$ cat config.mk
export PLATFORM = sky130hd
export DESIGN_NAME = vga_rx_monitor
export DESIGN_NICKNAME = d
export VERILOG_FILES = /design/src/rtl/vga_rx_monitor.sv
export SDC_FILE = /design/constraint.sdc
export NUM_CORES = 1
export LEC_CHECK = 0
export CORE_ASPECT_RATIO = 1.25
export CORE_MARGIN = 5
export CORE_UTILIZATION = 50
export DETAILED_ROUTE_END_ITERATION = 16
export DONT_BUFFER_PORTS = 1
export HOLD_SLACK_MARGIN = 0.12
export SLEW_MARGIN = 20
export SYNTH_ARGS = -nofsm -noshare
export SYNTH_HDL_FRONTEND = slang
export SYNTH_SLANG_ARGS = --single-unit
$ cat constraint.sdc
create_clock -name clk_pix -period 5.1 [get_ports clk_pix]
set_input_delay 0.51 -clock clk_pix [delete_from_list [all_inputs] [get_ports clk_pix]]
set_output_delay 0.51 -clock clk_pix [all_outputs]
set_load 0.005 [all_outputs]
$ cat src/rtl/vga_rx_monitor.sv
// rtl/vga_rx_monitor.sv - VGA receive timing monitor with lock FSM and per-frame pixel statistics
module vga_rx_monitor #(
    parameter int H_SYNC = 96,
    parameter int H_BP   = 48,
    parameter int H_VIS  = 640,
    parameter int H_TOT  = 800,
    parameter int V_SYNC = 2,
    parameter int V_BP   = 33,
    parameter int V_VIS  = 480,
    parameter int V_TOT  = 525
) (
    input  logic        clk_pix,
    input  logic        reset_n,
    input  logic        hsync_in,
    input  logic        vsync_in,
    input  logic [3:0]  r_in,
    input  logic [3:0]  g_in,
    input  logic [3:0]  b_in,
    output logic        locked,
    output logic        rx_valid,
    output logic [9:0]  rx_x,
    output logic [9:0]  rx_y,
    output logic        frame_done,
    output logic [31:0] frame_sum,
    output logic [18:0] lit_count,
    output logic [7:0]  frame_count,
    output logic        h_err,
    output logic        v_err,
    output logic        blank_err
);

    localparam logic [9:0] CNT_MAX  = 10'h3FF;
    localparam logic [9:0] H_LAST   = 10'(H_TOT - 1);
    localparam logic [9:0] H_PULSE  = 10'(H_SYNC);
    localparam logic [9:0] H_START  = 10'(H_SYNC + H_BP);
    localparam logic [9:0] H_STOP   = 10'(H_SYNC + H_BP + H_VIS);
    localparam logic [9:0] V_LAST   = 10'(V_TOT - 1);
    localparam logic [9:0] V_PULSE  = 10'(V_SYNC);
    localparam logic [9:0] V_START  = 10'(V_SYNC + V_BP);
    localparam logic [9:0] V_STOP   = 10'(V_SYNC + V_BP + V_VIS);

    typedef enum logic [1:0] {IDLE, ALIGN, CHECK, LOCKED} state_t;

    state_t      state;
    state_t      state_nxt;
    logic        hs_r;
    logic        vs_r;
    logic        hs_d;
    logic [3:0]  r_r;
    logic [3:0]  g_r;
    logic [3:0]  b_r;
    logic [9:0]  hcnt;
    logic [9:0]  vcnt;
    logic [9:0]  vlow_cnt;
    logic        vs_at_fall;
    logic [31:0] run_sum;
    logic [18:0] run_lit;

    logic        h_fall;
    logic        h_rise;
    logic        frame_start;
    logic        v_rise;
    logic [9:0]  cur_h;
    logic [9:0]  cur_v;
    logic        in_chk;
    logic        h_bad;
    logic        v_bad;
    logic        err_now;
    logic        vis;
    logic [11:0] pix;
    logic        good_end;

    // hcnt/vcnt hold the position of the previous registered sample; cur_h/cur_v
    // is the position of the sample sitting in the input registers right now.
    always_comb begin
        h_fall      = hs_d & ~hs_r;
        h_rise      = ~hs_d & hs_r;
        frame_start = h_fall & ~vs_r & vs_at_fall;
        v_rise      = h_fall & vs_r & ~vs_at_fall;
        cur_h       = h_fall ? 10'd0 : ((hcnt == CNT_MAX) ? hcnt : hcnt + 10'd1);
        if (frame_start)
            cur_v = 10'd0;
        else if (h_fall)
            cur_v = (vcnt == CNT_MAX) ? vcnt : vcnt + 10'd1;
        else
            cur_v = vcnt;
        in_chk   = (state == CHECK) || (state == LOCKED);
        h_bad    = (h_fall && (hcnt != H_LAST)) || (h_rise && (cur_h != H_PULSE));
        v_bad    = (frame_start && (vcnt != V_LAST)) || (v_rise && (vlow_cnt != V_PULSE));
        err_now  = in_chk && (h_bad || v_bad);
        vis      = (cur_h >= H_START) && (cur_h < H_STOP) && (cur_v >= V_START) && (cur_v < V_STOP);
        pix      = {r_r, g_r, b_r};
        good_end = frame_start && in_chk && !err_now;
    end

    always_ff @(posedge clk_pix) begin
        if (!reset_n)
            state <= IDLE;
        else
            state <= state_nxt;
    end

    always_comb begin
        state_nxt = state;
        case (state)
            IDLE:    if (h_fall) state_nxt = ALIGN;
            ALIGN:   if (frame_start) state_nxt = CHECK;
            CHECK:   if (err_now) state_nxt = ALIGN;
                     else if (frame_start) state_nxt = LOCKED;
            LOCKED:  if (err_now) state_nxt = ALIGN;
            default: state_nxt = IDLE;
        endcase
    end

    always_comb begin
        locked = (state == LOCKED);
    end

    // Sync registers reset high so an idle-high sync never looks like a fall.
    always_ff @(posedge clk_pix) begin
        if (!reset_n) begin
            hs_r        <= 1'b1;
            vs_r        <= 1'b1;
            hs_d        <= 1'b1;
            r_r         <= 4'd0;
            g_r         <= 4'd0;
            b_r         <= 4'd0;
            hcnt        <= 10'd0;
            vcnt        <= 10'd0;
            vlow_cnt    <= 10'd0;
            vs_at_fall  <= 1'b1;
            run_sum     <= 32'd0;
            run_lit     <= 19'd0;
            rx_valid    <= 1'b0;
            rx_x        <= 10'd0;
            rx_y        <= 10'd0;
            frame_done  <= 1'b0;
            frame_sum   <= 32'd0;
            lit_count   <= 19'd0;
            frame_count <= 8'd0;
            h_err       <= 1'b0;
            v_err       <= 1'b0;
            blank_err   <= 1'b0;
        end else begin
            hs_r <= hsync_in;
            vs_r <= vsync_in;
            hs_d <= hs_r;
            r_r  <= r_in;
            g_r  <= g_in;
            b_r  <= b_in;
            hcnt <= cur_h;
            vcnt <= cur_v;

            if (h_fall) begin
                vs_at_fall <= vs_r;
                if (frame_start)
                    vlow_cnt <= 10'd1;
                else if (!vs_r && (vlow_cnt != CNT_MAX))
                    vlow_cnt <= vlow_cnt + 10'd1;
            end

            if (frame_start) begin
                run_sum <= 32'd0;
                run_lit <= 19'd0;
            end else if (vis) begin
                run_sum <= run_sum + {20'd0, pix};
                if (pix != 12'd0)
                    run_lit <= run_lit + 19'd1;
            end

            rx_valid <= vis && in_chk;
            rx_x     <= (vis && in_chk) ? cur_h - H_START : 10'd0;
            rx_y     <= (vis && in_chk) ? cur_v - V_START : 10'd0;

            frame_done <= good_end;
            if (good_end) begin
                frame_sum   <= run_sum;
                lit_count   <= run_lit;
                frame_count <= frame_count + 8'd1;
            end

            if (in_chk && h_bad)
                h_err <= 1'b1;
            if (in_chk && v_bad)
                v_err <= 1'b1;
            if ((state == LOCKED) && !vis && (pix != 12'd0))
                blank_err <= 1'b1;
        end
    end

endmodule
==> impl_metrics.ini <==
[outcome]
status = complete, no violations

[timing]
setup_viol = 0
tns_ps = 0
hold_violations = 0
skew_ps = 10.4
max_freq_mhz = 226
holdWs_ps = 162
slew_viol_final = 0
fin_crit_sh = 0.867
rsz0062_at_grt = no
timing.slew.headroom = 0.347
timing.final.crit_period_ps = 4420
worst_slew_pin_slew_ps = 977

[worst_setup_path]
cp-end-kind = register
cp_num_buf_inv = 0
crit_arrival_ps = 4770
cp_top_family = simple AND/OR/NAND/NOR gates
crit_path_top_delay_cell = or4_1
reg2reg_to = rx_x[2]
critPathLaunchType = register
path_common_cell = ha_1
worst_r2r_startpoint = vcnt[0]
cpPeakStageDelay_ps = 650
crit_required_ps = 5450
worstPathMaxFanout = 26
rrSetupSlack_ps = 680
critical_path_class = reg2reg
cp_cell_sequence = ha_1 -> nand4_1 -> o31a_1 -> xnor2_1 -> nor2_1 -> ha_1 -> or3_1 -> or4_1 -> a21o_1 -> or3_4 -> nor3_1
reg2regPathDepth = 11

[drt]
wire_per_inst_um = 16.5
vias = 6995
drc = 0
viasPerCell = 5.72
detail-route-antenna-nets = 0
routed_wl_um = 20200
drt_iter0_drc = 504
drt-pass1-iter-count = 5

[logic_synthesis]
synth_fp_nets = 1060
synthArstFlopShare = 0
syn_area_mm2 = 0.00853
synth-warning-count = 0
synthTopCellsByArea = dfxtp_1 43%, nand2_1 7.9%, a21oi_1 5.5%
ys_seq_area_frac = 0.429
syn_inst = 1015
synth_top_area_cell = dfxtp_1
synth_most_common_cell = dfxtp_1
synth.avg_cell_area_um2 = 8.41
synthDistinctLibCells = 71
synth_edf_count = 0
ys_seq_elements = 183
synth_top_area_frac = 0.429
ys.flop_type = dfxtp_1
synth_top_cells_by_count = 183 x dfxtp_1, 179 x nand2_1, 93 x a21oi_1

[power]
total_power_mw = 2.82
power_leakage_nw = 3.33
peakVddDrop_mv = 0.207
power.density_mw_per_mm2 = 307

[cells_and_area]
layout-drive-gt1-share = 0.0927
fill_cells = 1575
multi_input_area_mm2 = 0.00453
antenna_cells = 0
area_delta_synth_final_pct = 7.73
fin_nets = 1035
final_util = 0.548
ff_latch_area_mm2 = 0.00366

[global_route]
grt_pass1_vias = 6722
use_met2 = 0.348
antenna_found_initial = 0
grt_usage = 0.208
use_met1 = 0.269
grt_util_met3 = 0.0425
grt_first_pass_wirelength_um = 34100
grt_max_degree = 53
grt-ovfl-total = 0
busiest_layer = met2

[floorplanning]
fp.dieH_um = 156
core-area_mm2 = 0.0168
rows = 53
io_pins = 101
start_util = 0.509
die-area_mm2 = 0.0198
fp.dieW_um = 127

[place]
portBuffers = 0
gp_congestion = 0.920
dp_hpwl_um = 14100

[flow_run]
maxCapViolCount = 0

[clocking]
holdBufCountCts = 0
htreeDepth = 4
clock-sinks = 183
cts_resized = 0
cts_made_buffers = 17
root_buffer = clkbuf_16
insertion_delay_ps = 430
ctsLongestPathBuffers = 2
cts_tree = yes
path_clk_slew_ps = 60
cts_setup_buffers = 0

[min_path]
worstHoldEndpoint = hs_d
hold_depth = 1
hold_start = reset_n
hold_path_class = in2reg
[layer usage]
| metal | up-vias | share of wire |
|---|---|---|
| li1 | 3545 | - |
| met1 | 3240 | 0.46 |
| met2 | 176 | 0.48 |
| met3 | 34 | 0.042 |
| met4 | 0 | 0.021 |
| met5 | - | 0 |
[power by group]
part	switching, mW	leakage, nW	total [mW]	internal [mW]
Clock	0.561	0.276	1.25	0.692
Combinational	0.0708	1.58	0.112	0.0408
Sequential	0.0145	1.48	1.46	1.44
Total	0.647	3.33	2.82	2.17
[worst reg2reg max path, delay by kind of cell (launching register included)]
kind	cells	cell delay, ps
compound gates	2	900
xor+xnor	1	210
fa+ha+maj	2	590
flops	1	410
simple gates	6	2240
[layout by cell type, fill, tap and decap left out, types with 4 or more instances in the layout]
master	n
a31o_2	6
a31oi_1	18
buf_4	9
a211oi_2	4
o31a_1	4
or4_1	8
o21ai_0	23
nand2_1	177
nand4_1	29
dfxtp_1	183
xnor2_1	23
and2_1	19
ha_1	28
a21oi_1	93
and4_1	8
or3_1	9
nor2_1	87
nand3_1	18
nor3b_1	4
clkbuf_8	5
nor2b_1	6
mux2i_1	13
nor3_1	14
nand4b_1	5
and3_1	25
nor4_1	8
clkbuf_16	17
nand2b_1	4
a41o_1	9
or2_2	14
a211oi_1	9
o31ai_1	10
nor2_2	8
o211ai_1	4
xor2_1	18
inv_1	23
[worst max-delay path by stage]
stage,endpoint,cells after the start,startpoint,slack (ps)
2_1_floorplan,run_sum[28],13,vcnt[0],1530
3_3_place_gp,rx_x[2],11,vcnt[0],780
3_5_place_dp,rx_x[2],11,vcnt[0],720
4_1_cts,rx_x[2],11,vcnt[0],680
5_1_grt,rx_x[2],11,vcnt[0],300
6_report,rx_x[2],11,vcnt[0],680
[logic make-up after synthesis]
group / Yosys count / synth area share
AOI/OAI and AO/OA: 210 / 0.161
buffers and inverters: 77 / 0.0402
adders and majority gates: 29 / 0.0434
and+or+nand+nor: 461 / 0.268
DFF: 183 / 0.429
xor gates and xnor gates: 41 / 0.0421
muxes: 14 / 0.0166
[metrics by stage]
stage,std cells,setup slack [ps],instance area (um^2)
6_report,1223,678,9190
5_1_grt,1223,298,9190
4_1_cts,1223,681,9190
3_5_place_dp,1191,723,8630
3_3_place_gp,1191,780,8630
2_1_floorplan,1015,1530,8530
[state kept, by name, indices dropped and copies added (netlist names), 8 cells and up]
signal	flops
frame_sum	32
run_sum	32
lit_count	19
run_lit	19
hcnt	10
rx_x	10
rx_y	10
vcnt	10
vlow_cnt	10
frame_count	8
[cell type report]
cell class	count	area share
Timing Repair Buffer	9	0.00735
Tap cell	220	0.0299
Clock buffer	23	0.0542
Sequential cell	183	0.399
Multi-Input combinational cell	755	0.493
Inverter	24	0.00980
Clock inverter	9	0.00708
(Power assumes the default switching activity.)
